===== src/rtl/btn_event_pkg.sv =====
// Shared types and helpers for the button event classifier.
// State encoding and the ms-to-cycles conversion used to size the hold/double-click timers.
package btn_event_pkg;

    typedef enum logic [2:0] {
        IDLE,
        HELD,
        LONG_HELD,
        WAIT_2ND,
        HELD_2ND
    } btn_state_t;

    function automatic int ms_to_cycles(input int freq_hz, input int ms);
        return (freq_hz / 1000) * ms;
    endfunction

endpackage


===== src/rtl/btn_edge_det.sv =====
// Edge detector for the debounced button level.
// btn_q tracks btn_i even during reset, so a button held through reset never produces a rise.
module btn_edge_det (
    input  logic clk_i,
    input  logic btn_i,
    output logic rise_o,
    output logic fall_o
);

    logic btn_q;

    always_ff @(posedge clk_i) begin
        btn_q <= btn_i;
    end

    assign rise_o = btn_i & ~btn_q;
    assign fall_o = ~btn_i & btn_q;

endmodule


===== src/rtl/btn_event_fsm.sv =====
// Classifies a debounced button into press/release/short/long/double one-cycle pulses.
// Define BTN_DOUBLE_EN to enable double-click detection (short press then waits out the window).
module btn_event_fsm
    import btn_event_pkg::*;
#(
    parameter int CLK_FREQ_HZ = 100_000_000,
    parameter int LONG_MS     = 1000,
    parameter int DBL_MS      = 300
) (
    input  logic clk_i,
    input  logic rst_i,
    input  logic btn_i,
    output logic pressed_o,
    output logic press_o,
    output logic release_o,
    output logic short_o,
    output logic long_o,
    output logic double_o
);

    localparam int LONG_CYC = ms_to_cycles(CLK_FREQ_HZ, LONG_MS);
    localparam int DBL_CYC  = ms_to_cycles(CLK_FREQ_HZ, DBL_MS);
`ifdef BTN_DOUBLE_EN
    localparam int CNT_MAX  = (LONG_CYC > DBL_CYC) ? LONG_CYC : DBL_CYC;
`else
    localparam int CNT_MAX  = LONG_CYC;
`endif
    localparam int CNT_W    = $clog2(CNT_MAX + 1);

    localparam logic [CNT_W-1:0] CNT_SAT   = CNT_W'(CNT_MAX);
    localparam logic [CNT_W-1:0] LONG_LAST = CNT_W'(LONG_CYC - 1);
`ifdef BTN_DOUBLE_EN
    localparam logic [CNT_W-1:0] DBL_LAST  = CNT_W'(DBL_CYC - 1);
`endif

    if (LONG_CYC < 2 || DBL_CYC < 2) begin : g_bad_cfg
        $error("btn_event_fsm: LONG_CYC and DBL_CYC must both be >= 2");
    end

    btn_state_t       state;
    logic [CNT_W-1:0] cnt;
    logic             rise;
    logic             fall;

    btn_edge_det u_edge (
        .clk_i  (clk_i),
        .btn_i  (btn_i),
        .rise_o (rise),
        .fall_o (fall)
    );

    // cnt restarts at 0 on every state change; later non-blocking writes override the increment.
    always_ff @(posedge clk_i) begin
        if (rst_i) begin
            state     <= IDLE;
            cnt       <= '0;
            pressed_o <= 1'b0;
            press_o   <= 1'b0;
            release_o <= 1'b0;
            short_o   <= 1'b0;
            long_o    <= 1'b0;
`ifdef BTN_DOUBLE_EN
            double_o  <= 1'b0;
`endif
        end else begin
            press_o   <= 1'b0;
            release_o <= 1'b0;
            short_o   <= 1'b0;
            long_o    <= 1'b0;
`ifdef BTN_DOUBLE_EN
            double_o  <= 1'b0;
`endif
            if (cnt != CNT_SAT) begin
                cnt <= cnt + CNT_W'(1);
            end

            case (state)
                IDLE: begin
                    if (rise) begin
                        press_o   <= 1'b1;
                        pressed_o <= 1'b1;
                        cnt       <= '0;
                        state     <= HELD;
                    end
                end

                // A fall landing on the long-press cycle still counts as long; release is not lost.
                HELD: begin
                    if (cnt == LONG_LAST) begin
                        long_o <= 1'b1;
                        cnt    <= '0;
                        if (fall) begin
                            release_o <= 1'b1;
                            pressed_o <= 1'b0;
                            state     <= IDLE;
                        end else begin
                            state <= LONG_HELD;
                        end
                    end else if (fall) begin
                        release_o <= 1'b1;
                        pressed_o <= 1'b0;
                        cnt       <= '0;
`ifdef BTN_DOUBLE_EN
                        state     <= WAIT_2ND;
`else
                        short_o   <= 1'b1;
                        state     <= IDLE;
`endif
                    end
                end

                LONG_HELD: begin
                    if (fall) begin
                        release_o <= 1'b1;
                        pressed_o <= 1'b0;
                        cnt       <= '0;
                        state     <= IDLE;
                    end
                end

`ifdef BTN_DOUBLE_EN
                // A rise in the timeout cycle takes priority: the click becomes a double candidate.
                WAIT_2ND: begin
                    if (rise) begin
                        press_o   <= 1'b1;
                        pressed_o <= 1'b1;
                        cnt       <= '0;
                        state     <= HELD_2ND;
                    end else if (cnt == DBL_LAST) begin
                        short_o <= 1'b1;
                        cnt     <= '0;
                        state   <= IDLE;
                    end
                end

                HELD_2ND: begin
                    if (cnt == LONG_LAST) begin
                        long_o <= 1'b1;
                        cnt    <= '0;
                        if (fall) begin
                            release_o <= 1'b1;
                            pressed_o <= 1'b0;
                            state     <= IDLE;
                        end else begin
                            state <= LONG_HELD;
                        end
                    end else if (fall) begin
                        release_o <= 1'b1;
                        double_o  <= 1'b1;
                        pressed_o <= 1'b0;
                        cnt       <= '0;
                        state     <= IDLE;
                    end
                end
`endif

                default: begin
                    pressed_o <= 1'b0;
                    cnt       <= '0;
                    state     <= IDLE;
                end
            endcase
        end
    end

`ifndef BTN_DOUBLE_EN
    assign double_o = 1'b0;
`endif

    always_ff @(posedge clk_i) begin
        if (!rst_i) begin
            assert (!(press_o && release_o));
            assert ($onehot0({short_o, long_o, double_o}));
        end
    end

endmodule


===== config.mk =====
export PLATFORM = sky130hd
export DESIGN_NAME = btn_event_fsm
export DESIGN_NICKNAME = d
export VERILOG_FILES = /design/src/rtl/btn_event_pkg.sv /design/src/rtl/btn_edge_det.sv /design/src/rtl/btn_event_fsm.sv
export SDC_FILE = /design/constraint.sdc
export NUM_CORES = 1
export LEC_CHECK = 0
export CAP_MARGIN = 30
export CORE_ASPECT_RATIO = 0.9
export CORE_MARGIN = 1.5
export CORE_UTILIZATION = 56
export CTS_CLUSTER_DIAMETER = 30
export DETAILED_ROUTE_END_ITERATION = 6
export DONT_BUFFER_PORTS = 1
export PLACE_DENSITY_LB_ADDON = 0.25
export SYNTH_ARGS = -nofsm -noshare
export SYNTH_HDL_FRONTEND = slang
export SYNTH_SLANG_ARGS = --single-unit

===== constraint.sdc =====
create_clock -name clk_i -period 5.2 [get_ports clk_i]
set_input_delay 1.56 -clock clk_i [delete_from_list [all_inputs] [get_ports clk_i]]
set_output_delay 1.56 -clock clk_i [all_outputs]
set_load 0.005 [all_outputs]

==> results.tsv <==
stage	metric	value	unit
worst_setup_path	crit path DAT	2.80	ns
grt	vias in the first global route	1505	
worst_setup_path	WP buf/inv	1	
worst_hold_path	HP Class	reg2reg	
synthesis	syn avg cell area	9.41	µm²
worst_setup_path	cell count along the critical path	5	
timing	Setup Viol. Count Final	0	
grt	largest net degree at the start of global routing	38	
routing	drt wl/cell	17.5	µm
synthesis	post-synthesis sequential area ratio	0.387	
worst_setup_path	reg2reg start	cnt[1]	
clock_network	root buffer cell	clkbuf_8	
clock_network	Clock Path Buffers	2	
routing	post-route DRC violation count	0	
routing	First DRT Iteration DRCs	114	
routing	Post-DRT Antenna Nets	0	
worst_setup_path	Worst Setup EP	cnt[0]	
layout	Antenna diodes	0	
routing	first-pass detailed-route iteration total	4	
timing	relative slew slack	0.620	
power_and_ir_drop	Pleak	0.000582	µW
placement	post-DP HPWL	2880	µm
grt	gr usage total	0.253	
timing	Final Slew Violations	0	
placement	GPL Wtd Cong	0.860	
grt	initial antenna violation count	0	
worst_setup_path	top cell family by delay on the critical path	simple AND/OR/NAND/NOR gates	
synthesis	#FFs+latches synth	36	
die	FP Rows	19	
worst_setup_path	cell breakdown of the critical path	nor2b_1 -> o21ai_0 -> nand3_1 -> buf_8 -> a2111oi_0	
worst_setup_path	critical path launch point type	input pin	
clock_network	CTS tree	yes	
timing	Tcrit/Tclk final	0.507	
clock_network	TritonCTS Buffers	5	
clock_network	H-tree levels	2	
worst_setup_path	crit-path max FO	16	
timing	RSZ-0062 raised after global routing	no	
synthesis	ys flop type	dfxtp_1	
worst_setup_path	worst r2r path cells	6	
timing	Final Hold Fails	0	
synthesis	cell count after synthesis	198	
routing	Vias/cell	6.86	
worst_setup_path	Critical Path RT	5.37	ns
synthesis	Yosys warnings	0	
clock_network	post_cts resized	0	
worst_setup_path	reg-to-reg endpoint	cnt[0]	
synthesis	Post-synth EDFFs	0	
worst_setup_path	slowest CP cell	nand3_1	
routing	DR vias	1618	
layout	fin util	0.632	
layout	Synth-to-Final Area Change	5.64	%
timing	worst slew pin tran	0.569	ns
timing	Max Freq	379	MHz
synthesis	ys async rst share	0	
grt	grt ovf	0	
clock_network	Worst-Skew Late Latency	0.29	ns
worst_setup_path	crit path launch	btn_i	
clock_network	Setup Buffers After CTS	0	
die	initial core utilization	0.598	
timing	Setup TNS	0	ns
flow_run	max cap viols	0	
die	Top Ports	9	
worst_setup_path	Worst R2R Setup Slack	2.81	ns
power_and_ir_drop	maximum VDD drop	0.000175	V
placement	port bufs	0	
die	die span in x	63.8	µm
clock_network	Clock Sinks	36	
clock_network	clk slew on worst S/H paths	0.06	ns
die	Die H	57.7	µm
timing	Worst Skew	0.00769	ns
die	die area	0.00368	mm²
worst_setup_path	Crit Path Class	in2reg	
power_and_ir_drop	P per Cell Area	244	mW/mm²
die	core area	0.00311	mm²
outcome	status	finished, final reports clean	
layout	layout cells sized above 1	0.0876	
worst_setup_path	CP endpoint kind	register	
layout	Net count, final	201	
grt	first-pass GRT wire length	7300	µm
routing	total wire length	4140	µm
worst_setup_path	CP max stage delay	0.42	ns
clock_network	hold buffer count at cts	0	
synthesis	Mapped Area	0.00186	mm²
timing	minimum clock period	2.64	ns
synthesis	synth unique cells	41	
[cell usage after synthesis, drive strengths merged, types with 2 or more instances]
library cell / instances / area (µm²)
or3: 3 / 18.8
a21boi: 2 / 15.0
clkbuf: 7 / 26.3
nand3: 12 / 60.1
a21oi: 3 / 15.0
buf: 6 / 43.8
and4: 7 / 61.3
ha: 2 / 25.0
a221oi: 16 / 165
nor4b: 3 / 26.3
nor2: 4 / 15.0
o31ai: 11 / 82.6
nand4: 10 / 83.8
xor2: 11 / 96.3
and3: 5 / 31.3
inv: 4 / 15.0
or4: 12 / 93.8
dfxtp: 36 / 721
nor3: 3 / 15.0
nand2: 9 / 33.8
o21ai: 8 / 43.8
a211oi: 10 / 75.1
nand2b: 3 / 18.8
[placed cells by master (no fill, tap or decap), types with 5 or more instances in the layout]
| master | Yosys | layout |
|---|---|---|
| nand2_1 | 9 | 9 |
| clkbuf_8 | 0 | 5 |
| a221oi_1 | 12 | 12 |
| and3_1 | 5 | 5 |
| nand4_1 | 8 | 8 |
| or4_1 | 11 | 11 |
| a211oi_1 | 10 | 10 |
| o21ai_0 | 7 | 7 |
| and4_1 | 7 | 7 |
| dfxtp_1 | 36 | 36 |
| nand3_1 | 12 | 12 |
| o31ai_1 | 11 | 11 |
| xor2_1 | 11 | 11 |
[where the power goes]
| part | switching, µW | internal, µW | total [µW] |
|---|---|---|---|
| combinational | 15.3 | 7.74 | 23.0 |
| sequential | 2.05 | 278 | 280 |
| clock | 91.5 | 86.2 | 178 |
| total | 109 | 372 | 481 |
[per-stage QoR]
step	std cells	worst slack, ns	hold WS [ns]	total power, µW	cell area, µm²
after floorplan	199	2.61	0.422	302	1870
after global placement	229	2.04	0.444	304	1860
after detailed placement	231	2.28	0.460	309	1900
after CTS	236	2.55	0.471	482	1970
after global routing	236	2.30	0.494	496	1970
final	236	2.56	0.464	481	1970
[routing by layer]
metal	vias to the layer above	wire, µm	track usage
met5	-	0	0
met4	0	42	0.0559
met3	6	189	0.0699
met2	42	1980	0.394
met1	786	1930	0.354
li1	784	-	-
[how the worst min path moves through the flow]
stage                     cells after the start  startpoint       to
final                                         1    state[2]  press_o
after global placement                        1    state[2]  press_o
after floorplan                               1    state[2]  press_o
after CTS                                     1    state[2]  press_o
after global routing                          1    state[2]  press_o
after detailed placement                      1    state[2]  press_o
[cell families (layout without fill, tap and decap cells)]
group / Yosys count / count (layout) / share of synthesized area
buf+inv: 17 / 12 / 0.0457
simple gates: 79 / 79 / 0.279
fa+ha+maj: 2 / 2 / 0.0134
compound gates: 52 / 52 / 0.222
other cells: 1 / 2 / 0.00201
flops: 36 / 36 / 0.387
xor+xnor: 11 / 11 / 0.0517
[worst reg2reg max path, delay by kind of cell (launching register included)]
kind / cells / cell delay, ns
buffers and inverters: 1 / 0.23
flip-flops: 1 / 0.40
adder cells (fa/ha/maj): 1 / 0.26
AO/OA/AOI/OAI: 2 / 0.57
AND/OR/NAND/NOR: 2 / 0.78
[final cells by class]
cell class / count / area, µm²
Clock buffer: 5 / 68.8
Fill cell: 261 / 1150
Inverter: 4 / 15.0
Multi-Input combinational cell: 146 / 1060
Sequential cell: 36 / 721
Tap cell: 42 / 52.6
Timing Repair Buffer: 3 / 50.0
[registers in the layout, summed over array words and instances (netlist names)]
register,flops
u_edge.btn_q,1
state,3
release_o,1
short_o,1
pressed_o,1
long_o,1
cnt,27
press_o,1
Power figures use the tool's default switching activity.
